--- src/rtl/sram_bus_arbiter_if.sv ---
// sram_bus_if: one REQ/GNT/RVALID bus port (request payload plus response) between a requester and the SRAM arbiter.
// Latency: none, wires only; gnt is returned in the request cycle and rvalid/rdata/err arrive later.
// Backpressure: none; a requester holds req and its payload until it sees gnt.
// Ports: req/we/be/addr/wdata run requester -> arbiter; gnt/rvalid/rdata/err run arbiter -> requester.
interface sram_bus_if;
    logic        req;
    logic        we;
    logic [3:0]  be;
    logic [23:0] addr;
    logic [31:0] wdata;
    logic        gnt;
    logic        rvalid;
    logic [31:0] rdata;
    logic        err;

    modport master (
        output req, we, be, addr, wdata,
        input  gnt, rvalid, rdata, err
    );

    modport slave (
        input  req, we, be, addr, wdata,
        output gnt, rvalid, rdata, err
    );
endinterface

--- src/rtl/sram_bus_arbiter.sv ---
// sram_bus_arbiter: round-robin sharing of one 1024x32 SRAM macro between two REQ/GNT/RVALID bus ports.
// Latency: gnt and SRAM control in the request cycle; rvalid RSP_LAT (1 or 2) cycles after gnt.
// Backpressure: none; the winning request is accepted every cycle and responses return in grant order.
// Ports: clk, rst_n (async, active low); p0 (CPU bus) and p1 (fabric master) as slave modports;
//        sram_addr/bm/din/wen/men/ren drive the macro and sram_dout returns its read data.
module sram_bus_arbiter #(
    parameter int          RSP_LAT   = 1,
    parameter logic [23:0] BASE_ADDR = 24'h000000
) (
    input  logic        clk,
    input  logic        rst_n,
    sram_bus_if.slave   p0,
    sram_bus_if.slave   p1,
    output logic [9:0]  sram_addr,
    output logic [31:0] sram_bm,
    output logic [31:0] sram_din,
    output logic        sram_wen,
    output logic        sram_men,
    output logic        sram_ren,
    input  logic [31:0] sram_dout
);
    typedef struct packed {
        logic vld;
        logic port;
        logic rd;
        logic err;
    } rsp_t;

    logic        last_gnt;
    logic        win1;
    logic        grant;
    logic        access;
    logic        in_win;
    logic        sel_we;
    logic [3:0]  sel_be;
    logic [21:0] sel_addr;
    logic [31:0] sel_wdata;
    logic [31:0] bm_full;
    logic [31:0] dout_q;
    logic [31:0] rdata_sel;
    logic        rd_ok;
    rsp_t        rsp_in;
    rsp_t        st0;
    rsp_t        st1;
    rsp_t        tail;

    // Port 1 wins when it is the only requester, or on a tie when port 0 was granted last.
    // Everything combinational is gated by rst_n so all outputs sit at 0 while reset is held.
    always_comb begin
        win1      = rst_n & p1.req & (~p0.req | ~last_gnt);
        grant     = rst_n & (p0.req | p1.req);
        sel_we    = win1 ? p1.we           : p0.we;
        sel_be    = win1 ? p1.be           : p0.be;
        sel_addr  = win1 ? p1.addr[23:2]   : p0.addr[23:2];
        sel_wdata = win1 ? p1.wdata        : p0.wdata;
        in_win    = (sel_addr[21:10] == BASE_ADDR[23:12]);
        access    = grant & in_win;
        for (int k = 0; k < 4; k++) begin
            bm_full[8*k +: 8] = {8{sel_be[k]}};
        end
    end

    assign p0.gnt = grant & ~win1;
    assign p1.gnt = win1;

    // Out-of-window requests are granted and answered with err but never touch the macro.
    assign sram_men  = access;
    assign sram_wen  = access & sel_we;
    assign sram_ren  = access & ~sel_we;
    assign sram_addr = access ? sel_addr[9:0] : 10'd0;
    assign sram_bm   = access ? bm_full       : 32'd0;
    assign sram_din  = access ? sel_wdata     : 32'd0;

    assign rsp_in = '{vld: grant, port: win1, rd: ~sel_we, err: ~in_win};

    // st1 and dout_q only reach the outputs when RSP_LAT is 2.
    always_ff @(posedge clk or negedge rst_n) begin
        if (!rst_n) begin
            last_gnt <= 1'b1;
            st0      <= '0;
            st1      <= '0;
            dout_q   <= '0;
        end else begin
            if (grant) begin
                last_gnt <= win1;
            end
            st0    <= rsp_in;
            st1    <= st0;
            dout_q <= sram_dout;
        end
    end

    assign tail      = (RSP_LAT == 2) ? st1 : st0;
    assign rdata_sel = (RSP_LAT == 2) ? dout_q : sram_dout;
    assign rd_ok     = tail.vld & tail.rd & ~tail.err;

    assign p0.rvalid = tail.vld & ~tail.port;
    assign p1.rvalid = tail.vld & tail.port;
    assign p0.err    = tail.vld & ~tail.port & tail.err;
    assign p1.err    = tail.vld & tail.port & tail.err;
    assign p0.rdata  = (rd_ok & ~tail.port) ? rdata_sel : 32'd0;
    assign p1.rdata  = (rd_ok & tail.port)  ? rdata_sel : 32'd0;
endmodule

--- src/flat_wrapper.sv ---
// flat-port wrapper written by rule: the top's interface ports become plain ports
module sram_bus_arbiter_flat 
#(
    parameter int          RSP_LAT   = 1,
    parameter logic [23:0] BASE_ADDR = 24'h000000
)
  (clk, rst_n, sram_addr, sram_bm, sram_din, sram_wen, sram_men, sram_ren, sram_dout, p0_req, p0_we, p0_be, p0_addr, p0_wdata, p0_gnt, p0_rvalid, p0_rdata, p0_err, p1_req, p1_we, p1_be, p1_addr, p1_wdata, p1_gnt, p1_rvalid, p1_rdata, p1_err);
  sram_bus_if p0_i ();
  sram_bus_if p1_i ();
  input  logic clk;
  input  logic rst_n;
  output logic [9:0] sram_addr;
  output logic [31:0] sram_bm;
  output logic [31:0] sram_din;
  output logic sram_wen;
  output logic sram_men;
  output logic sram_ren;
  input  logic [31:0] sram_dout;
  input wire logic [$bits(p0_i.req)-1:0] p0_req;
  input wire logic [$bits(p0_i.we)-1:0] p0_we;
  input wire logic [$bits(p0_i.be)-1:0] p0_be;
  input wire logic [$bits(p0_i.addr)-1:0] p0_addr;
  input wire logic [$bits(p0_i.wdata)-1:0] p0_wdata;
  output wire logic [$bits(p0_i.gnt)-1:0] p0_gnt;
  output wire logic [$bits(p0_i.rvalid)-1:0] p0_rvalid;
  output wire logic [$bits(p0_i.rdata)-1:0] p0_rdata;
  output wire logic [$bits(p0_i.err)-1:0] p0_err;
  input wire logic [$bits(p1_i.req)-1:0] p1_req;
  input wire logic [$bits(p1_i.we)-1:0] p1_we;
  input wire logic [$bits(p1_i.be)-1:0] p1_be;
  input wire logic [$bits(p1_i.addr)-1:0] p1_addr;
  input wire logic [$bits(p1_i.wdata)-1:0] p1_wdata;
  output wire logic [$bits(p1_i.gnt)-1:0] p1_gnt;
  output wire logic [$bits(p1_i.rvalid)-1:0] p1_rvalid;
  output wire logic [$bits(p1_i.rdata)-1:0] p1_rdata;
  output wire logic [$bits(p1_i.err)-1:0] p1_err;
  assign p0_i.req = p0_req;
  assign p0_i.we = p0_we;
  assign p0_i.be = p0_be;
  assign p0_i.addr = p0_addr;
  assign p0_i.wdata = p0_wdata;
  assign p0_gnt = p0_i.gnt;
  assign p0_rvalid = p0_i.rvalid;
  assign p0_rdata = p0_i.rdata;
  assign p0_err = p0_i.err;
  assign p1_i.req = p1_req;
  assign p1_i.we = p1_we;
  assign p1_i.be = p1_be;
  assign p1_i.addr = p1_addr;
  assign p1_i.wdata = p1_wdata;
  assign p1_gnt = p1_i.gnt;
  assign p1_rvalid = p1_i.rvalid;
  assign p1_rdata = p1_i.rdata;
  assign p1_err = p1_i.err;
  sram_bus_arbiter #(.RSP_LAT(RSP_LAT), .BASE_ADDR(BASE_ADDR)) u_core (.clk(clk), .rst_n(rst_n), .p0(p0_i), .p1(p1_i), .sram_addr(sram_addr), .sram_bm(sram_bm), .sram_din(sram_din), .sram_wen(sram_wen), .sram_men(sram_men), .sram_ren(sram_ren), .sram_dout(sram_dout));
endmodule
--- config.mk ---
export PLATFORM = sky130hd
export DESIGN_NAME = sram_bus_arbiter_flat
export DESIGN_NICKNAME = d
export VERILOG_FILES = /design/src/rtl/sram_bus_arbiter_if.sv /design/src/rtl/sram_bus_arbiter.sv /design/src/flat_wrapper.sv
export SDC_FILE = /design/constraint.sdc
export NUM_CORES = 1
export LEC_CHECK = 0
export BUFFER_PORTS_ARGS = -buffer_cell sky130_fd_sc_hd__buf_4
export CORE_AREA = 8 8 112 114
export CTS_CLUSTER_SIZE = 24
export DETAILED_ROUTE_END_ITERATION = 6
export DIE_AREA = 0 0 120 122
export GPL_TIMING_DRIVEN = 0
export PLACE_DENSITY = 0.55
export SETUP_SLACK_MARGIN = 0.1
export SLEW_MARGIN = 20
export SYNTH_ARGS = -nofsm -noshare
export SYNTH_HDL_FRONTEND = slang
export SYNTH_SLANG_ARGS = --single-unit
--- constraint.sdc ---
create_clock -name clk -period 2.82 [get_ports clk]
set_input_delay 0.564 -clock clk [delete_from_list [all_inputs] [get_ports clk]]
set_output_delay 0.564 -clock clk [all_outputs]
set_load 0.1 [all_outputs]
==> impl_metrics.tcl <==
set metrics [dict create \
    cp-end-kind "primary output" \
    die_y_um 122 \
    grt_usage 0.174 \
    maxSlewViolCount 0 \
    whs_ns 0.121 \
    failed_checks "negative setup slack" \
    hold_viol 0 \
    h-tree-depth 1 \
    placementRows 38 \
    drive_above_1_share 0.818 \
    required_ns 2.26 \
    wl_per_cell_um 19.2 \
    rsz0062_at_grt "true" \
    grt_max_degree 11 \
    tightest_slew_ns 0.592 \
    cpMostUsedCell "buf_6" \
    ys_seq_area_frac 0.0639 \
    clk_path_buf_depth 2 \
    synth_fp_nets 397 \
    wl_met2_mm 7.38 \
    cp_max_fo 5 \
    path_clk_slew_ns 0.04 \
    clock_skew_ns 0.00379 \
    cts_tree "yes" \
    via_per_inst 4.27 \
    cap_viol_max_count 0 \
    drt_iter0_markers 60 \
    top_layer "met4" \
    cts_root_buf "clkbuf_8" \
    seqCellArea_um2 126 \
    setup_viol 64 \
    syn_area_mm2 0.00198 \
    dieArea_mm2 0.0146 \
    port_buffers 300 \
    grt_pass1_wl_mm 19.8 \
    setup_ws_ns -0.0919 \
    core-area_mm2 0.0107 \
    fill_cells 934 \
    syn_inst 239 \
    clock_latency_ns 0.22 \
    syn_area_per_cell_um2 8.28 \
    holdBufCountCts 0 \
    ios 305 \
    yosys_warnings 0 \
    status "complete, but fails checks" \
    peakVddDrop_v 0.0000951 \
    fmax_mhz 343 \
    multi_input_area_mm2 0.00189 \
    period_needed_ns 2.91 \
    ant_nets 0 \
    routed_wl_mm 13.4 \
    drt-pass1-iter-count 4 \
    critPathTopFamily "simple AND/OR/NAND/NOR gates" \
    grt_pass1_vias 3297 \
    grt_overflow 0 \
    gp_congestion 0.796 \
    die_w_um 120 \
    dpl.hpwl_mm 11.3 \
    min_path_type "in -> async" \
    crit_chain "buf_6 -> or4_4 -> o31a_4 -> buf_12 -> nor3_4 -> buf_6 -> buf_6 -> buf_12" \
    slew_headroom 0.605 \
    worstSetupPathType "in -> out" \
    vias 2987 \
    start_kind "input port" \
    ys_ff_latch 5 \
    nNetsFinal 718 \
    cts_buffers 3 \
    clock_sink_count 5 \
    post-route-period-util 1.03 \
    syn_to_final_growth_pct 207 \
    drc_errors 0 \
    antenna_found_initial 0 \
    leakagePower_uw 0.00315 \
    crit_slowest_cell "or4_4" \
    final_core_util 0.569 \
    dr_wl_met3_mm 1.54 \
    yosysUniqueCellTypes 23 \
    drt-met1-wl_mm 4.36 \
    insertedDiodeCount 0 \
    max_stage_delay_ns 0.52 \
    start_util 0.185 \
    crit_arrival_ns 2.35 \
    powerDensity_mw_per_mm2 103 \
    critPathBufInv 5 \
]
metrics by stage:
stage	TNS (ns)	power [uW]	setup WS (ns)	cells	cell area, um2
after floorplan	-30.02	272	-0.703	239	2340
after global placement	-29.29	465	-0.602	679	4770
after detailed placement	-12.19	472	-0.374	679	4770
after CTS	-2.01	623	-0.0884	695	5890
after global routing	-6.14	665	-0.134	699	6080
final	-2.86	628	-0.0919	699	6080
cell families (layout without fill, tap and decap cells):
logic type / count (synthesis) / after routing / share of synthesized area
simple gates: 132 / 132 / 0.507
buf+inv: 52 / 372 / 0.175
mux: 47 / 47 / 0.238
flops: 5 / 5 / 0.0639
compound gates: 3 / 3 / 0.0158
cells in the mapped netlist, drive strengths merged:
cell	number	area (um2)
and3b	2	17.5
nor2	2	7.51
mux2i	47	470
nor2b	1	6.26
and3	1	6.26
dfrtp	4	100
dfstp	1	26.3
inv	2	7.51
nor3b	1	12.5
buf	39	298
nand2	4	15.0
or4	1	11.3
o21ai	1	5.00
clkbuf	11	41.3
nor4	5	31.3
o2111ai	1	8.76
nor3	47	470
and2	67	419
or2	1	6.26
o31a	1	17.5
registers in the layout, summed over array words and instances, names as in the netlist:
register	count
u_core.last_gnt	1
u_core.st0	4
path summary, 6_finish.rpt:
path | slack, ns | from | end | cells past startpoint
setup / recovery | -0.09 | p1_addr[23] | sram_bm[6] | 8
setup reg to reg | 1.18 | u_core.last_gnt | u_core.st0[0] | 6
min in group clk | 0.47 | u_core.last_gnt | u_core.last_gnt | 2
hold reg to reg | 0.47 | u_core.last_gnt | u_core.last_gnt | 2
max in group asynchronous | 2.50 | rst_n | u_core.last_gnt | 1
hold / removal | 0.12 | rst_n | u_core.st0[2] | 1
timing repair:
action                     in CTS  in global routing
setup endpoints to repair      78                 77
pin swaps                       6                 14
buffers inserted               13                  4
resized for setup             238                 36
routing by layer:
| metal | global-route usage | vias to the layer above |
|---|---|---|
| met5 | 0 | - |
| met4 | 0.0383 | 0 |
| met3 | 0.0764 | 8 |
| met2 | 0.343 | 186 |
| met1 | 0.161 | 1355 |
| li1 | - | 1438 |
worst reg2reg max path, delay by kind of cell, from the launching register on:
kind / cells / cell delay [ns]
AOI/OAI and AO/OA: 1 / 0.31
buffers and inverters: 3 / 0.48
and+or+nand+nor: 2 / 0.37
DFF: 1 / 0.36
report_power, final:
group	internal [uW]	leakage (uW)	switching, uW
registers	78.4	0.0000563	3.32
logic	213	0.00307	199
clock network	97.2	0.0000228	37.2
layout make-up:
cell class / count / area share
flip-flops and latches: 5 / 0.0208
repair buffers: 317 / 0.550
plain buffers: 49 / 0.0813
well taps: 140 / 0.0288
multi-input cells: 182 / 0.310
inverters: 2 / 0.00185
clock buffers: 4 / 0.00741
cells in the final DEF (no fill, tap or decap):
master,instances
or2_1,1
and2_2,32
o31a_4,1
buf_6,34
clkbuf_8,3
and2_4,1
inv_1,1
and2_1,34
dfrtp_1,4
clkinvlp_4,1
nor2b_4,1
buf_12,78
mux2i_4,2
nor3_4,43
nand2_1,4
clkbuf_1,7
o21ai_2,1
mux2i_2,3
o2111ai_1,1
nor2_4,2
clkbuf_2,4
buf_8,3
mux2i_1,42
clkbuf_4,1
and3_1,1
dfstp_2,1
or4_4,1
buf_2,1
buf_4,239
and3b_1,2
nor4_1,5
nor3b_4,1
nor3_2,4
Power figures use the tool's default switching activity.
